$ cat src/rtl/core_pkg.sv
// Shared core types: ROB index width, the MSHR repair FSM states and the latched repair request.
package core_pkg;

   localparam int ROB_ENTRIES = 32;
   localparam int ROB_IDX_W   = $clog2(ROB_ENTRIES);

   typedef enum logic [2:0] {
      IDLE,
      ISSUE,
      WAIT_RESP,
      WRITEBACK,
      DRAIN,
      DONE
   } repair_state_e;

   typedef struct packed {
      logic [31:0]          addr;
      logic [31:0]          data;
      logic [ROB_IDX_W-1:0] rob_idx;
      logic                 is_store;
   } repair_req_t;

endpackage

$ cat src/rtl/mshr_repair_controller.sv
// Replays one missed load/store from the MSHR to memory and retires the entry with a completion pulse.
// Optional response timeout in WAIT_RESP/DRAIN is enabled by defining MSHR_REPAIR_TIMEOUT_EN.
module mshr_repair_controller
   import core_pkg::*;
#(
   parameter int TIMEOUT_CYCLES = 256
) (
   input  logic                 clk_i,
   input  logic                 rst_ni,
   input  logic                 flush_i,
   input  logic                 repair_req_i,
   input  logic [31:0]          repair_req_addr_i,
   input  logic [31:0]          repair_req_data_i,
   input  logic [ROB_IDX_W-1:0] repair_req_rob_idx_i,
   input  logic                 repair_is_store_i,
   output logic                 repair_ack_o,
   output logic                 repair_complete_o,
   output logic                 mem_req_valid_o,
   input  logic                 mem_req_ready_i,
   output logic [31:0]          mem_req_addr_o,
   output logic [31:0]          mem_req_wdata_o,
   output logic                 mem_req_we_o,
   input  logic                 mem_resp_valid_i,
   input  logic [31:0]          mem_resp_rdata_i,
   output logic                 wb_valid_o,
   input  logic                 wb_ready_i,
   output logic [31:0]          wb_data_o,
   output logic [ROB_IDX_W-1:0] wb_rob_idx_o,
   output logic                 busy_o,
   output logic                 timeout_o
);

   repair_state_e r_state;
   repair_req_t   r_req;
   logic [31:0]   r_rdata;
   logic          r_complete;
   logic          w_timeout_fire;

   // Ack is gated by reset so every output reads 0 while rst_ni is low.
   assign repair_ack_o      = rst_ni && (r_state == IDLE) && repair_req_i && !flush_i;
   assign repair_complete_o = r_complete;
   assign busy_o            = (r_state != IDLE);

   // A flush withdraws the memory request and the writeback in the very cycle it arrives.
   assign mem_req_valid_o   = (r_state == ISSUE) && !flush_i;
   assign mem_req_we_o      = mem_req_valid_o && r_req.is_store;
   assign mem_req_addr_o    = r_req.addr;
   assign mem_req_wdata_o   = r_req.data;
   assign wb_valid_o        = (r_state == WRITEBACK) && !flush_i;
   assign wb_data_o         = r_rdata;
   assign wb_rob_idx_o      = r_req.rob_idx;

`ifdef MSHR_REPAIR_TIMEOUT_EN
   localparam int TW = $clog2(TIMEOUT_CYCLES + 1);

   logic [TW-1:0] r_timer;
   logic          r_timeout;
   logic          w_in_wait;
   logic          w_timeout_hit;
   logic          w_leave;

   assign w_in_wait      = (r_state == WAIT_RESP) || (r_state == DRAIN);
   assign w_timeout_hit  = (r_timer >= TW'(TIMEOUT_CYCLES - 1));
   assign w_timeout_fire = !mem_resp_valid_i && w_timeout_hit &&
                           (((r_state == WAIT_RESP) && !flush_i) || (r_state == DRAIN));
   assign w_leave        = mem_resp_valid_i || w_timeout_fire;
   assign timeout_o      = r_timeout;

   // Counter spans WAIT_RESP and DRAIN together; it restarts only once the FSM leaves both.
   always_ff @(posedge clk_i or negedge rst_ni) begin
      if (!rst_ni) begin
         r_timer   <= '0;
         r_timeout <= 1'b0;
      end else begin
         r_timeout <= w_timeout_fire;
         r_timer   <= (w_in_wait && !w_leave) ? r_timer + 1'b1 : '0;
      end
   end
`else
   logic [31:0] w_unused_timeout;

   assign w_unused_timeout = 32'(TIMEOUT_CYCLES);
   assign w_timeout_fire   = 1'b0;
   assign timeout_o        = 1'b0;
`endif

   // DONE lasts two cycles: the first arms the completion pulse, the second shows it and returns to IDLE.
   always_ff @(posedge clk_i or negedge rst_ni) begin
      if (!rst_ni) begin
         r_state    <= IDLE;
         r_req      <= '0;
         r_rdata    <= '0;
         r_complete <= 1'b0;
      end else begin
         r_complete <= 1'b0;
         unique case (r_state)
            IDLE: begin
               if (repair_ack_o) begin
                  r_req   <= '{addr:     repair_req_addr_i,
                               data:     repair_req_data_i,
                               rob_idx:  repair_req_rob_idx_i,
                               is_store: repair_is_store_i};
                  r_state <= ISSUE;
               end
            end
            ISSUE: begin
               if (flush_i) begin
                  r_state <= DONE;
               end else if (mem_req_ready_i) begin
                  r_state <= WAIT_RESP;
               end
            end
            WAIT_RESP: begin
               if (mem_resp_valid_i) begin
                  if (!r_req.is_store) begin
                     r_rdata <= mem_resp_rdata_i;
                  end
                  r_state <= (r_req.is_store || flush_i) ? DONE : WRITEBACK;
               end else if (flush_i) begin
                  r_state <= DRAIN;
               end else if (w_timeout_fire) begin
                  r_state <= DONE;
               end
            end
            WRITEBACK: begin
               if (flush_i || wb_ready_i) begin
                  r_state <= DONE;
               end
            end
            DRAIN: begin
               if (mem_resp_valid_i || w_timeout_fire) begin
                  r_state <= DONE;
               end
            end
            DONE: begin
               if (r_complete) begin
                  r_state <= IDLE;
               end else begin
                  r_complete <= 1'b1;
               end
            end
            default: r_state <= IDLE;
         endcase
      end
   end

endmodule

$ cat config.mk
export PLATFORM = sky130hd
export DESIGN_NAME = mshr_repair_controller
export DESIGN_NICKNAME = d
export VERILOG_FILES = /design/src/rtl/core_pkg.sv /design/src/rtl/mshr_repair_controller.sv
export SDC_FILE = /design/constraint.sdc
export NUM_CORES = 1
export LEC_CHECK = 0
export ABC_AREA = 1
export BUFFER_PORTS_ARGS = -buffer_cell sky130_fd_sc_hd__buf_2
export CAP_MARGIN = 20
export CELL_PAD_IN_SITES_DETAIL_PLACEMENT = 0
export CELL_PAD_IN_SITES_GLOBAL_PLACEMENT = 1
export CORE_MARGIN = 4
export CORE_UTILIZATION = 36
export CTS_CLUSTER_SIZE = 16
export DETAILED_ROUTE_END_ITERATION = 12
export PLACE_DENSITY = 0.95
export RECOVER_POWER = 50
export SLEW_MARGIN = 0
export SYNTH_ARGS = -nofsm -noshare
export SYNTH_HDL_FRONTEND = slang
export SYNTH_SLANG_ARGS = --single-unit
$ cat constraint.sdc
create_clock -name clk_i -period 2.4 [get_ports clk_i]
set_input_delay 0.48 -clock clk_i [delete_from_list [all_inputs] [get_ports clk_i]]
set_output_delay 0.48 -clock clk_i [all_outputs]
set_load 0.02 [all_outputs]
======== Word level (Yosys, flattened, before mapping) ========
Index checks and enable logic that the tools add are counted.
word-level totals
  register bits ........................... 106
  input port bits ......................... 109
operators by class
  bitwise operators ....................... 1
  mux-type cells .......................... 12
  equal/unequal tests ..................... 11
  reduce and logical (&&, ||, !) cells .... 14
operators with widths
  operator            number
  $mux 3              9
  $pmux 3 s6          1
  $eq 3x2->1 const B  2
  $eq 3x3->1 const B  2
  $logic_and 1x1->1   6
  $ne 2x2->1 const B  3
  $ne 3x3->1 const B  2
  $reduce_and 6->1    1
  $eq 3x1->1 const B  1
  $logic_not 3->1     1
  $reduce_and 3->1    1
  $reduce_bool 3->1   1
  $logic_or 1x1->1    2
  $mux 1              2
  $ne 2x1->1 const B  1
  $reduce_and 2->1    1
  $logic_not 1->1     1
  $not 1->1           1

======== Longest topological paths before layout ========
Gate-level depths: netlist of the first run.
  depth in word-level cells ............... 6
  depth in mapped cells ................... 8

======== Least setup slack after synthesis of the first run ========
No wires, ideal clock.
  kind .................................... reg-to-output
  from .................................... register r_state[1]
  to ...................................... output repair_ack_o
  cell stages (with the launch flop) ...... 7
  required time ........................... 1.920 ns
  setup slack ............................. 0.815 ns
  data arrival time ....................... 1.105 ns
  buffers on the path ..................... 1
  cell sequence ........................... dfrtp_1 inv_2 nand2_1 nor2_2 inv_2 nor2_8 buf_6
between the ends
  word-level cells in the longest chain between the ends .. 4
RTL lines
  what                            RTL line                       RTL
  start: declaration              mshr_repair_controller.sv:33   repair_state_e r_state;
  start signal: assignment        mshr_repair_controller.sv:118  r_state <= (r_req.is_store || flush_i) ? DONE : WRITEBACK;
  $logic_not 3->1                 mshr_repair_controller.sv:40   assign repair_ack_o = rst_ni && (r_state == IDLE) && repair_req_i && !flush_i;
  $logic_and 1x1->1 (3 in a row)  mshr_repair_controller.sv:40
  end: declaration                mshr_repair_controller.sv:16   output logic repair_ack_o,
Every way passes these cells.

======== Worst setup path after layout of the first run ========
Same ends and word-level chain as after synthesis.

==> results of run 1 <==
[layer usage]
metal  wire length (microns)  part of all wire, %  up-vias
li1                        -                    -     2026
met5                       0                    0        -
met3                    1190                  9.4       16
met4                     225                  1.8        0
met2                    5540                   44      184
met1                    5640                   45     1898
[registers in the layout (all words and copies together) (netlist names)]
name               cells
r_req                  1
wb_rob_idx_o           5
mem_req_addr_o        32
mem_req_wdata_o       32
repair_complete_o      1
wb_data_o             32
r_state                3
[where the power goes]
group / leakage [nW] / internal [mW] / switching (mW)
logic: 1.71 / 0.934 / 2.40
clock network: 0.152 / 0.897 / 0.644
registers: 1.34 / 2.60 / 0.451
total: 3.20 / 4.43 / 3.49
[worst max-delay path: stages, from the launching register on]
cell	delay (ns)
dfrtp_1	0.46
inv_2	0.08
nand2_1	0.08
nor2_2	0.15
inv_2	0.19
nor2_8	0.15
buf_2	0.18
[final cells by class]
type / instances / area share [%]
flip-flops and latches: 106 / 45.2
multi-input cells: 359 / 26.0
repair buffers: 223 / 18.7
clock buffers: 13 / 4.61
well taps: 176 / 3.75
inverters: 15 / 0.960
clock inverters: 3 / 0.789
[placed cells by master (no fill, tap or decap)]
cell type,instances
nor3_1,1
nand3_4,1
nor2_1,11
clkbuf_8,3
buf_4,5
buf_2,162
clkbuf_1,54
o21ai_0,72
conb_1,1
clkbuf_16,9
inv_2,5
clkinvlp_4,1
dfrtp_1,106
inv_1,10
buf_12,2
a21oi_1,1
nand2_1,228
nor2_2,2
bufinv_16,1
nand3_1,41
nor2_8,1
clkbuf_4,1
clkinv_4,1
[kinds of logic (layout without fill, tap and decap cells)]
logic type | after synthesis | in the layout | share of synthesized area [%]
other cells | 1 | 1 | 0.0758
flops | 106 | 106 | 53.6
simple gates | 285 | 285 | 23.3
buf+inv | 116 | 254 | 15.6
compound gates | 73 | 73 | 7.38
[worst paths after layout]
kind	startpoint	end	slack (ns)	cells after the start
max	r_state[1]	repair_ack_o	0.29	6
min	repair_req_data_i[12]	mem_req_wdata_o[12]	0.33	3
max reg2reg	r_state[1]	mem_req_addr_o[31]	0.62	7
min reg2reg	wb_data_o[27]	wb_data_o[27]	0.47	2
max in group asynchronous	rst_ni	wb_data_o[27]	0.77	2
min in group asynchronous	rst_ni	r_req[0]	0.73	2
[metrics by stage]
step / hold slack, ns / power [mW] / setup slack [ns]
5_1_grt: 0.317 / 8.51 / 0.178
6_report: 0.328 / 7.92 / 0.288
3_3_place_gp: 0.448 / 6.49 / 0.690
3_5_place_dp: 0.454 / 6.55 / 0.657
2_1_floorplan: 0.184 / 6.03 / 0.815
4_1_cts: 0.261 / 8.13 / 0.263
==> metrics.txt, run 1 <==
Synth Cell Area 0.00495 sq mm; design area 0.00587 sq mm; IO Port Bufs 215; chip width 125 microns; async set-or-reset flop fraction in the synthesized netlist 100%; Final Hold Viols 0; relative slew slack 2.50%; Gate Count Post-Synth 581; layout cells sized above 1 27.0%; Yosys top cell area share 53.6%; Synth cell types 18; # setup viols final 0; first-pass GRT wire length 20500 microns; grt ovf 0; via count of the routed design 4124; fillcell total 1399; count of hold-fix buffers inserted at cts 0; Top FF cell, synth dfrtp_1; syn_area_per_cell 8.52 sq um; register area 0.00265 sq mm; largest area contributor in the netlist dfrtp_1; CTS resizes 0; worst hold-check path type input port to flip-flop; min Tclk post-route 2.11 ns; ranking of synthesized cells by area dfrtp_1 54%, nand2_1 17%, buf_4 11%; Core ar. 0.0133 sq mm; row count 42; CTS tree done; antenna-violating nets left 0; maximum buffer depth of the clock tree 2; max frequency 473 MHz; Ys Warns 0; initial antenna violation count 0; number of global-route vias before repair 4014; CP arrival 1.63 ns; Area Overhead vs Synth 18.6%; Final Non-Filler Cells 895; setup repair bufs after CTS 0; Worst-Margin Slew 1.46 ns; Iter 0 DRT Violations 231; ant diodes 0; GR Layer Usage met2 23.8%; Routed WL 12600 microns; Setup Skew 0.00562 ns; Post-synth EDFFs 0; Final HPWL DP 8880 microns; synthesized flop and latch total 106; H-tree Lvls 3; Final Cycle Share 88.0%; sequential area share after synthesis 53.6%; Final Core Density 44.0%; status complete, no violations; io pins 217; DR pass1 iterations 4; GR Layer Usage met1 21.7%; LEAKAGE 3.20 nW; CP Data Required Time 1.92 ns; CTS Sinks 106; PD cells 1350 mW/mm^2; most frequent cell after synthesis nand2_1; via/cell ratio 4.61; Max FO, Critical Path 23; setup repair after global routing missed its margin false; grt met3 use 5.59%; drt wl/cell 14.1 microns; Num CTS Buffers 9; Final nets 823; Inst Count DP 879; syn_nets 690; starting density of the core 37.1%; Area after DPL 0.00563 sq mm; Post-route DRC 0; area of the multi-input gates 0.00153 sq mm; Die H 125 microns; max-slew violations 0; Die ar. 0.0157 sq mm; Critical Path Sink Type primary output; Most Used Layer, Global Route met2; max-cap check violation count 0; Overall Global Routing Usage 15.9%; CP Class flip-flop to primary output; worst skew pair latency 0.35 ns; Reg clk slew, reported paths 0.07 ns; Worst VDD drop 0.617 mV; setup TNS 0 ns; most common library cells after synthesis 228 x nand2_1, 106 x dfrtp_1, 72 x o21ai_0; Final GP Congestion 0.841; largest net degree at the start of global routing 107; crit start category flip-flop; Root Buffer clkbuf_16
No activity file was read; power rests on OpenSTA's default activity.
==> inputs of run 2 (changes only) <==
- MAX_ROUTING_LAYER: unset -> met4
==> metrics.txt, run 2 (synthesis results as in run 1) <==
Area Overhead vs Synth 18.6% (unchanged); min Tclk post-route 2.11 ns (+0.00110 ns); Final GP Congestion 0.854 (+1.6%); CTS Sinks 106 (unchanged); number of global-route vias before repair 4029 (+0.37%); crit start category flip-flop; Setup Skew 0.00684 ns (+0.00122 ns); CTS tree done; Overall Global Routing Usage 16.4% (+0.49 points); Iter 0 DRT Violations 247 (+6.9%); Detail Route met2 WL 5610 microns (+1.3%); worst skew pair latency 0.35 ns (about the same); via count of the routed design 4148 (+0.58%); LEAKAGE 3.20 nW (about the same); Die ar. 0.0157 sq mm (unchanged); sequential share of power 38.5% (about the same); PD cells 1350 mW/mm^2 (about the same); io pins 217 (unchanged); Routed WL 12600 microns (+0.16%); top routing layer used met4; combinational share of power 42.1% (about the same); slowest cell delay on critical path 0.46 ns (about the same); first-pass GRT wire length 20400 microns (-0.30%); cell family contributing the most delay on the critical path flip-flops; worst hold-check path type input port to flip-flop; grt ovf 0 (unchanged); Tot Pwr 7.92 mW (about the same); initial antenna violation count 0 (unchanged); setup repair after global routing missed its margin false; via/cell ratio 4.63 (+0.58%); met3 WL post-DR 1150 microns (-3.5%); chip width 125 microns (unchanged); DRT met1 WL 5640 microns (about the same); Num CTS Buffers 9 (unchanged); Clk pwr share 19.4% (about the same); CP Data Required Time 1.92 ns (about the same); DR pass1 iterations 4 (unchanged); setup repair bufs after CTS 0 (unchanged); Final Hold Viols 0 (unchanged); slowest CP cell dfrtp_1; IO Port Bufs 215 (unchanged); H-tree Lvls 3 (unchanged); layout cells sized above 1 27.0% (unchanged); Max FO, Critical Path 23 (unchanged); Final nets 823 (unchanged); drt wl/cell 14.1 microns (+0.16%); max-cap check violation count 0 (unchanged); Die H 125 microns (unchanged); Final Cycle Share 88.1% (about the same); largest net degree at the start of global routing 107 (unchanged); max frequency 473 MHz (about the same); Min Hold Slack 0.325 ns (-0.00293 ns); Reg clk slew, reported paths 0.07 ns (about the same); Final HPWL DP 8880 microns (unchanged); row count 42 (unchanged); count of hold-fix buffers inserted at cts 0 (unchanged); Core ar. 0.0133 sq mm (unchanged); CP Cell Sequence inv_2 > nand2_1 > nor2_2 > inv_2 > nor2_8 > buf_2; setup TNS 0 ns (unchanged); crit path buf inv count 3 (unchanged); Post-route DRC 0 (unchanged); Worst-Margin Slew 1.46 ns (-0.00506 ns); CP Class flip-flop to primary output; most used cell, CP inv_2; Root Buffer clkbuf_16; CTS resizes 0 (unchanged); status complete, no violations; P_int 4.43 mW (about the same); ant diodes 0 (unchanged); maximum buffer depth of the clock tree 2 (unchanged); Worst VDD drop 0.615 mV (-0.19%); CP arrival 1.63 ns (about the same); P_sw 3.49 mW (about the same); switching share of power 44.1% (about the same); # setup viols final 0 (unchanged); most frequent cells in the layout 228 x nand2_1, 162 x buf_2, 106 x dfrtp_1; starting density of the core 37.1% (unchanged); max-slew violations 0 (unchanged); leading cell type in the layout, fill and taps excluded nand2_1; Critical Path Sink Type primary output; antenna-violating nets left 0 (unchanged); relative slew slack 2.84% (+0.34 points)
run 2: per-stage QoR:
step / cells / setup slack [ns] / util, % / area (sq um)
finish: 895 / 0.287 / 44.0 / 5870
global route: 895 / 0.178 / 44.0 / 5870
CTS: 895 / 0.263 / 44.6 / 5950
detailed placement: 879 / 0.657 / 42.2 / 5630
global placement: 879 / 0.690 / 42.2 / 5630
floorplan: 581 / 0.815 / - / 4950
run 2: worst paths after layout:
check	start	slack (ns)	cells after the start	endpoint
worst max-delay path	r_state[1]	0.29	6	repair_ack_o
worst min-delay path	repair_req_data_i[24]	0.33	3	mem_req_wdata_o[24]
worst max register to register	r_state[1]	0.63	7	mem_req_addr_o[31]
worst min register to register	wb_data_o[27]	0.47	2	wb_data_o[27]
max in group asynchronous	rst_ni	0.77	2	wb_data_o[27]
min in group asynchronous	rst_ni	0.72	2	r_req[0]
run 2: routing by layer:
layer | track usage, % | vias up
met5 | - | -
met4 | 5.48 | 0
met3 | 4.73 | 18
met2 | 23.8 | 201
met1 | 22.2 | 1900
li1 | - | 2029
run 2: final cells by class:
class,count,area [sq um]
fillers,1399,7480
flip-flops and latches,106,2650
multi-input cells,359,1530
repair buffers,223,1090
clock buffers,13,270
well taps,176,220
inverters,15,56.3
clock inverters,3,46.3
run 2: worst min-delay path, stage by stage:
cell     delay (ns)
buf_2          0.07
nand2_1        0.04
nand2_1        0.05
run 2: power by group through the flow:
stage	Sequential, mW	Clock [mW]	Combinational [mW]
2_1_floorplan	3.21	0	2.82
3_3_place_gp	3.06	0	3.43
3_5_place_dp	3.05	0	3.49
4_1_cts	3.04	1.60	3.49
5_1_grt	3.16	1.67	3.68
6_report	3.05	1.54	3.33
